<file path="src/rtl/alu_cmd_queue.sv">
// In-order command buffer between a command producer and the registered ALU stage.
// Holds up to DEPTH (operand1, operand2, operation) entries behind valid/ready handshakes.
module alu_cmd_queue #(
   parameter int N     = 4,
   parameter int DEPTH = 4
) (
   input  logic                       clk,
   input  logic                       reset,
   input  logic                       in_valid,
   output logic                       in_ready,
   input  logic [N-1:0]               in_operand1,
   input  logic [N-1:0]               in_operand2,
   input  logic [1:0]                 in_operation,
   input  logic                       flush,
   input  logic                       alu_ready,
   output logic                       issue_valid,
   output logic [N-1:0]               operand1,
   output logic [N-1:0]               operand2,
   output logic [1:0]                 operation,
   output logic [$clog2(DEPTH):0]     count
);

   localparam int PW = $clog2(DEPTH);
   localparam int CW = PW + 1;
   localparam logic [CW-1:0] FULL = CW'(DEPTH);

   logic [N-1:0]  mem_op1 [DEPTH];
   logic [N-1:0]  mem_op2 [DEPTH];
   logic [1:0]    mem_opc [DEPTH];
   logic [PW-1:0] rd_ptr;
   logic [PW-1:0] wr_ptr;
   logic          push;
   logic          pop;

   // in_ready comes only from registered count, so a pop at full frees space a cycle later
   assign in_ready    = (count < FULL);
   assign issue_valid = (count != '0);
   assign push        = in_valid && in_ready;
   assign pop         = issue_valid && alu_ready;

   always_ff @(posedge clk) begin
      if (reset) begin
         count  <= '0;
         rd_ptr <= '0;
         wr_ptr <= '0;
      end else if (flush) begin
         count  <= '0;
         rd_ptr <= '0;
         wr_ptr <= '0;
      end else begin
         if (push)
            wr_ptr <= wr_ptr + PW'(1);
         if (pop)
            rd_ptr <= rd_ptr + PW'(1);
         if (push && !pop)
            count <= count + CW'(1);
         else if (pop && !push)
            count <= count - CW'(1);
      end
   end

   always_ff @(posedge clk) begin
      if (push && !flush && !reset) begin
         mem_op1[wr_ptr] <= in_operand1;
         mem_op2[wr_ptr] <= in_operand2;
         mem_opc[wr_ptr] <= in_operation;
      end
   end

   always_comb begin
      operand1  = '0;
      operand2  = '0;
      operation = '0;
      if (issue_valid) begin
         operand1  = mem_op1[rd_ptr];
         operand2  = mem_op2[rd_ptr];
         operation = mem_opc[rd_ptr];
      end
   end

endmodule

</file>
<file path="config.mk">
export PLATFORM = sky130hd
export DESIGN_NAME = alu_cmd_queue
export DESIGN_NICKNAME = d
export VERILOG_FILES = /design/src/rtl/alu_cmd_queue.sv
export SDC_FILE = /design/constraint.sdc
export NUM_CORES = 1
export LEC_CHECK = 0
export BUFFER_PORTS_ARGS = -buffer_cell sky130_fd_sc_hd__buf_2
export CORE_MARGIN = 3
export CORE_UTILIZATION = 62
export CTS_BUF_LIST = sky130_fd_sc_hd__clkbuf_4
export CTS_CLUSTER_DIAMETER = 60
export DETAILED_ROUTE_END_ITERATION = 7
export GPL_ROUTABILITY_DRIVEN = 0
export GPL_TIMING_DRIVEN = 0
export PLACE_DENSITY_LB_ADDON = 0.08
export SLEW_MARGIN = 20
export SYNTH_ARGS = -nofsm -noshare
export SYNTH_HDL_FRONTEND = slang
export SYNTH_SLANG_ARGS = --single-unit
</file>
<file path="constraint.sdc">
create_clock -name clk -period 3.95 [get_ports clk]
set_clock_uncertainty 0.15 [all_clocks]
set_input_delay 0.395 -clock clk [delete_from_list [all_inputs] [get_ports clk]]
set_output_delay 0.395 -clock clk [all_outputs]
set_load 0.02 [all_outputs]
</file>
# Word-level counts from Yosys, hierarchy flattened
# Memories as Yosys holds them, arrays and structs flattened. A register that Yosys moved wholly into a read port is not among the register bits.
# Index checks and enable logic that the tools add are counted.
word_totals:
  ramBits: 40
  inputBits: 15
  regBits: 7
  mem_count: 3
mem_list:
  columns: ["name", "words", "width", "read_ports", "rd_clocked_by_memory_dff", "write_ports", "line_no", "rtl"]
  rows:
  - ["mem_op1", 4, 4, 1, 1, 1, "27", "logic [N-1:0] mem_op1 [DEPTH];"]
  - ["mem_op2", 4, 4, 1, 1, 1, "28", "logic [N-1:0] mem_op2 [DEPTH];"]
  - ["mem_opc", 4, 2, 1, 1, 1, "29", "logic [1:0] mem_opc [DEPTH];"]
classes:
  muxes: 13
  reduce_logical: 13
  n_addsub: 4
  order_cmp: 1
op_table:
  columns: ["op", "n"]
  rows:
  - ["2-to-1 mux 2 bit", 7]
  - ["2-to-1 mux 4 bit", 2]
  - ["logical AND 1 bit", 6]
  - ["2-to-1 mux 3 bit", 2]
  - ["adder 2 x 1 -> 2 bit (second input constant)", 2]
  - ["zero test 1 bit", 4]
  - ["adder 3 x 1 -> 3 bit (second input constant)", 1]
  - ["< comparator 3 bit (second input constant)", 1]
  - ["nonzero test 3 bit", 1]
  - ["subtractor 3 x 1 -> 3 bit (second input constant)", 1]
  - ["2-to-1 mux 1 bit", 2]
  - ["nonzero test 2 bit", 1]
  - ["OR reduction 2 bit", 1]

# Logic depth before layout (Yosys ltp)
# Gate-level depths: netlist (run 1).
logic_depth:
  ltp_word: 6
  mapped_depth: 8
  ltp_nobuf: 7

# Worst setup path before layout (run 1)
# OpenSTA, ideal clock, no wires.
synth_timing:
  kind: "register to register"
  from: "reg count[0]"
  to: "reg count[2]"
  stages_incl_launch_ff: 8
  required_time_ns: 3.730
  slack_ns: 1.744
  arrival_time_ns: 1.986
  path_buffers: 0
  setup_time_ns: 0.070
  path_cell_list: "dfxtp_1 -> o31ai_1 -> ha_1 -> inv_1 -> fa_1 -> xor2_1 -> or3_1 -> a21oi_1"
synth_via:
  elab_chain_cells: 5
synth_rtl:
  columns: ["element", "line_no", "rtl"]
  rows:
  - ["start: declaration", "20", "output logic [$clog2(DEPTH):0] count"]
  - ["start signal: assignment", "56", "count <= count + CW'(1);"]
  - ["start signal: assignment", "58", "count <= count - CW'(1);"]
  - ["< comparator 3 bit / nonzero test 3 bit (equally long branches)", "36, 37", null]
  - ["logical AND 1 bit, on equally long branches", "38, 39", null]
  - ["zero test 1 bit, on equally long branches", "57, 55", null]
  - ["logical AND 1 bit, on equally long branches", "57, 55", null]
  - ["nonzero test 2 bit (no source line) / 2-to-1 mux 3 bit (equally long branches)", null, null]
# Parallel ways exist; a longest one is shown, timed or not. The select of a mux whose other input is x is not followed.
# A chain may end at the register's enable or synchronous reset.

# Worst setup path after layout (run 1)
# Same ends and word-level chain as after synthesis.

==> results.yml, run 1 <==
status:
  status: "complete, no violations"
sta:
  hold_violations: 0
  period_share_pct: 58.1
  hold_ws_ns: 0.0975
  rsz0062_at_grt: "no"
  slew_violations: 0
  setup_tns_ns: 0
  fin_crit_ns: 2.29
  setup_slack_ns: 1.66
  timing.fmax_ghz: 0.436
  setup_violations: 0
  max_slew_margin_pct: 63.1
  tightest_slew_ns: 0.554
global_routing:
  grtUsageTotal_pct: 18.5
  grt_overflow_total: 0
  grt_max_degree: 15
  grt_pass1_wl_mm: 5.33
  grt_pass1_vias: 1092
  antenna_found_initial: 0
setup_path:
  reg2reg_depth: 7
  cp_data_arrival_time_ns: 2.43
  r2r-start: "count[0]"
  start_kind: "flip-flop"
  slowest_delay_ns: 0.40
  path_cells: "o31ai_1 -> ha_1 -> inv_1 -> fa_1 -> xor2_1 -> or3_1 -> a21oi_1"
  r2r_slack_ns: 1.66
  reg2reg_to: "count[2]"
  crit_slowest_cell: "dfxtp_1"
  path_class: "flip-flop to flip-flop"
  required_ns: 4.09
  critPathCaptureType: "flip-flop"
  cp_max_fo: 5
min_path:
  min_to: "mem_op2[1][2]"
  min_from: "in_operand2[2]"
  whs_path_depth: 1
  hp-class: "primary input to flip-flop"
clock_network:
  cts_resized: 0
  cts-htree-levels: 2
  clk_pin_slew_ns: 0.13
  ctsHoldBuffers: 0
  root_buffer: "clkbuf_4"
  cts_buffer_depth: 2
  clock_latency_ns: 0.35
  post_cts_buffers: 0
  cts.sink_count: 49
  cts_buffers: 5
  cts_tree: "built"
pwr:
  switching_share_pct: 23.9
  p_comb_share_pct: 14.8
  seqPwrFrac_pct: 57.2
  peakVddDrop_mv: 0.277
  p_leak_nw: 0.851
  power_switching_mw: 0.241
  p_clk_share_pct: 28.0
  cellInternalPower_mw: 0.768
  power_mw: 1.01
  p_per_area_nw_per_um2: 444
placement:
  io_buffers: 29
  hpwl_mm: 2.27
  post-place-ws_ns: 1.67
  dpl_cell_area_sq_um: 2190
  dp_cells: 184
run:
  drv_cap: 0
route:
  post_drt_wl_per_cell_um: 16.8
  wl_mm: 3.22
  firstDrtPassIters: 4
  ant_nets: 0
  drc_errors: 0
  dr_total_vias: 1040
  drt-initial-drc-count: 45
  via_per_inst: 5.42
yosys:
  syn_area_per_cell_sq_um: 17.7
  synth_area_sq_um: 2000
  yosys.area.top_type_share_pct: 60.2
  syn_inst: 113
  ys_warn_count: 0
  ys_async_sr_fraction_pct: 0
  synth-seq-area-share_pct: 69.2
  netlist_top_cells_area: "edfxtp_1 60%, mux4_2 11%, dfxtp_1 9.0%"
  syn_nets: 134
  netlist_top_cells_count: "40 x edfxtp_1, 10 x mux4_2, 9 x dfxtp_1"
  yosysMostFrequentCell: "edfxtp_1"
  synth_seq_cells: 49
  synth_ff_type: "edfxtp_1"
  synth_edf_count: 40
  yosysTopAreaCell: "edfxtp_1"
  yosys.cell_types.count: 24
cells_and_area:
  fin_util_pct: 78.3
  design_area_sq_um: 2270
  diodes: 0
  final_nets: 170
  register_area_sq_um: 1380
  area_delta_synth_final_pct: 13.9
  n_fill_cell: 188
  drive_gt1_share_pct: 36.7
  final_cells: 192
  multi_input_area_sq_um: 566
floorplan:
  die_w_um: 62.7
  dieHeight_um: 62.7
  die_area_sq_um: 3940
  start_util_pct: 68.8
  placementRows: 19
  core_sq_um: 2900
  io-pin-count: 30
[power by group through the flow]
stage | logic, mW | registers, mW | clock network, mW
floorplan | 0.0999 | 0.591 | 0
global placement | 0.146 | 0.588 | 0
detailed placement | 0.152 | 0.589 | 0
CTS | 0.152 | 0.577 | 0.288
global route | 0.163 | 0.579 | 0.312
finish | 0.149 | 0.577 | 0.282
[sequential cells by signal, indices dropped and copies added, names as in the netlist, named ones only]
name / cells
rd_ptr: 2
mem_op1: 16
wr_ptr: 2
mem_opc: 8
count: 3
mem_op2: 16
[layout by cell type, fill, tap and decap left out]
| cell type | Yosys | final |
|---|---|---|
| edfxtp_1 | 40 | 40 |
| nor2b_4 | 3 | 3 |
| xor2_1 | 3 | 3 |
| fa_1 | 1 | 1 |
| nor2b_1 | 8 | 8 |
| xnor2_1 | 1 | 1 |
| nand2_1 | 1 | 1 |
| bufinv_16 | 0 | 1 |
| o31ai_1 | 1 | 1 |
| mux4_2 | 10 | 10 |
| clkbuf_2 | 1 | 1 |
| or2_2 | 1 | 1 |
| mux2i_1 | 2 | 2 |
| inv_1 | 5 | 5 |
| nor2_1 | 7 | 7 |
| ha_1 | 5 | 5 |
| o21ai_0 | 2 | 2 |
| dfxtp_1 | 9 | 9 |
| clkbuf_1 | 1 | 1 |
| or3_1 | 2 | 2 |
| buf_2 | 2 | 31 |
| and3_1 | 4 | 4 |
| clkbuf_4 | 0 | 6 |
| clkinv_1 | 0 | 1 |
| a21oi_1 | 2 | 2 |
| nor3_2 | 1 | 1 |
| buf_6 | 1 | 1 |
[final cells by class]
type,instances,area share [%]
buffer,5,1.32
clock buffer,6,1.98
clock inverter,2,1.49
inverter,5,0.826
multi-input combinational,54,24.9
sequential,49,60.8
tap,42,2.31
timing repair buffer,29,6.39
[logic make-up after synthesis]
logic type,share of synthesized area (%)
simple gates,8.78
mux,12.3
fa+ha+maj,4.14
compound gates,1.38
xor+xnor,1.76
buf+inv,2.44
flops,69.2
[how the worst max path moves through the flow]
stage / endpoint / cells after the start / slack (ns) / from
floorplan: count[2] / 7 / 1.74 / count[0]
CTS: count[2] / 7 / 1.64 / count[0]
finish: count[2] / 7 / 1.66 / count[0]
global placement: count[2] / 7 / 1.73 / count[0]
global route: count[2] / 7 / 1.51 / count[0]
detailed placement: count[2] / 7 / 1.67 / count[0]
[critical path: cells and delay by family (launching register included)]
family                     cells  cell delay [ns]
xor gates and xnor gates       1             0.15
and+or+nand+nor                1             0.30
adders and majority gates      2             0.64
buffers and inverters          1             0.07
DFF                            1             0.40
AOI/OAI and AO/OA              2             0.52
[layer usage]
layer | vias to the layer above | track usage [%] | routed length, um
li1 | 495 | - | -
met1 | 507 | 21.6 | 1260
met2 | 31 | 32.9 | 1750
met3 | 7 | 3.96 | 151
met4 | 0 | 8.26 | 64
met5 | - | 0 | 0
No activity file was read; power rests on OpenSTA's default activity.
==> run 2, diff against run 1 <==
--- a/config.mk
+++ b/config.mk
@@ -7,7 +7,7 @@
 export LEC_CHECK = 0
 export BUFFER_PORTS_ARGS = -buffer_cell sky130_fd_sc_hd__buf_2
 export CORE_MARGIN = 3
-export CORE_UTILIZATION = 62
+export CORE_UTILIZATION = 52
 export CTS_BUF_LIST = sky130_fd_sc_hd__clkbuf_4
 export CTS_CLUSTER_DIAMETER = 60
 export DETAILED_ROUTE_END_ITERATION = 7
==> constraint.sdc (replaced) <==
create_clock -name clk -period 1.99 [get_ports clk]
set_clock_uncertainty 0.15 [all_clocks]
set_input_delay 0.199 -clock clk [delete_from_list [all_inputs] [get_ports clk]]
set_output_delay 0.199 -clock clk [all_outputs]
set_load 0.02 [all_outputs]
==> run 2 against run 1 <==
Net effect: the flow now finishes with violations (negative setup slack); critical path type unchanged; critical path depth unchanged; die area grew 17%; critical endpoint unchanged; largest power group unchanged; fmax is 11% higher.
==> results.yml, run 2 (synthesis gave the netlist of run 1 again) <==
floorplan:
  core_sq_um: 3520
  start_util_pct: 56.7
  placementRows: 21
  io-pin-count: 30
  dieHeight_um: 68.0
  die_area_sq_um: 4620
  die_w_um: 68.0
sta:
  period_share_pct: 104
  max_slew_margin_pct: 63.8
  setup_violations: 6
  setup_slack_ns: -0.0754
  rsz0062_at_grt: "yes"
  fin_crit_ns: 2.07
  tightest_slew_ns: 0.543
  hold_violations: 0
  setup_tns_ns: -0.115
  timing.fmax_ghz: 0.484
  slew_violations: 0
global_routing:
  antenna_found_initial: 0
  grt_overflow_total: 0
  grtUsageTotal_pct: 16.6
  grt_pass1_vias: 1106
  grt_max_degree: 16
  grt_pass1_wl_mm: 5.33
setup_path:
  cp_data_arrival_time_ns: 2.19
  path_class: "flip-flop to flip-flop"
  path_cells: "o31ai_4 -> ha_2 -> inv_2 -> fa_2 -> xor2_1 -> or3_1 -> a21oi_2"
  r2r_slack_ns: -0.08
  start_kind: "flip-flop"
  slowest_delay_ns: 0.39
  required_ns: 2.11
  critPathCaptureType: "flip-flop"
  cp_max_fo: 5
  crit_slowest_cell: "dfxtp_4"
route:
  wl_mm: 3.29
  post_drt_wl_per_cell_um: 15.7
  drt-initial-drc-count: 54
  dr_total_vias: 1075
  ant_nets: 0
  via_per_inst: 5.12
  firstDrtPassIters: 4
  drc_errors: 0
clock_network:
  cts_buffers: 5
  cts_buffer_depth: 2
  cts_tree: "built"
  clk_pin_slew_ns: 0.14
  root_buffer: "clkbuf_4"
  clock_latency_ns: 0.35
  cts-htree-levels: 2
  cts.sink_count: 49
cells_and_area:
  final_cell_mix: "40 x edfxtp_1, 22 x buf_2, 10 x mux4_2, 10 x dlygate4sd3_1, 7 x nor2_1"
  fin_util_pct: 71.3
  n_fill_cell: 252
  area_delta_synth_final_pct: 25.8
  diodes: 0
  register_area_sq_um: 1390
  final_nets: 184
  reg_top3: "mem_op1: 16 flops, mem_op2: 16 flops, mem_opc: 8 flops"
  multi_input_area_sq_um: 611
  drive_gt1_share_pct: 43.3
  final_common_cell: "edfxtp_1"
min_path:
  hp-class: "primary input to flip-flop"
status:
  violations: "negative setup slack"
  status: "complete, but fails checks"
run:
  drv_cap: 0
pwr:
  p_per_area_nw_per_um2: 783
  p_leak_nw: 0.931
  peakVddDrop_mv: 0.579
placement:
  hpwl_mm: 2.11
  io_buffers: 29
==> run 2: changes by cell type in the layout (fill, tap and decap cells not counted), sizes merged <==
cell,before,now
bufinv,1,0
clkinv,1,3
dlygate4sd3,0,10
buf,32,36
clkbuf,8,7
==> run 2: area by class of cell <==
| class | count | share of cell area [%] |
|---|---|---|
| Sequential cell | 49 | 55.5 |
| Multi-Input combinational cell | 54 | 24.3 |
| Timing Repair Buffer | 43 | 13.4 |
| Tap cell | 46 | 2.29 |
| Buffer | 5 | 1.55 |
| Clock buffer | 5 | 1.50 |
| Inverter | 5 | 0.748 |
| Clock inverter | 3 | 0.698 |
==> run 2: worst max-delay path: cells and delay by family (launching register included) <==
kind	cells	cell delay, ns
adders and majority gates	2	0.55
AOI/OAI and AO/OA	2	0.40
DFF	1	0.39
and+or+nand+nor	1	0.33
xor gates and xnor gates	1	0.15
buffers and inverters	1	0.04
==> run 2: final timing paths <==
kind	endpoint	start	depth (start not counted)
hold reg to reg	rd_ptr[1]	rd_ptr[1]	2
hold / removal	rd_ptr[1]	alu_ready	4
setup / recovery	count[2]	count[1]	7
setup reg to reg	count[2]	count[1]	7
==> run 2: metal layers <==
metal,global-route usage (%),wire [um]
met4,5.21,38
met1,19.1,1310
met3,4.93,119
met2,29.6,1830
met5,0,0
==> run 2: timing repair <==
item,in CTS,in global routing
hold buffers,10,0
pin swaps,2,1
gates cloned,1,0
buffers inserted,3,0
endpoints found under the setup margin,12,12
gates resized for setup,16,11
endpoints found under the hold margin,40,0
==> run 2: through the flow <==
step / cell area [sq um] / std cells / total power, mW / setup slack, ns / hold WS [ns]
final: 2510 / 210 / 1.97 / -0.0754 / 0.0940
after global routing: 2510 / 210 / 2.06 / -0.139 / 0.0949
after CTS: 2470 / 210 / 1.96 / -0.0955 / 0.0884
after detailed placement: 2220 / 188 / 1.48 / -0.128 / 0.265
after global placement: 2220 / 188 / 1.47 / -0.0435 / 0.259
after floorplan: 2020 / 113 / 1.38 / -0.000337 / 0.148
==> run 2: where the power goes <==
part	switching [mW]	internal, mW	leakage [nW]
clock network	0.293	0.134	0.0326
logic	0.196	0.191	0.461
registers	0.0221	1.13	0.437
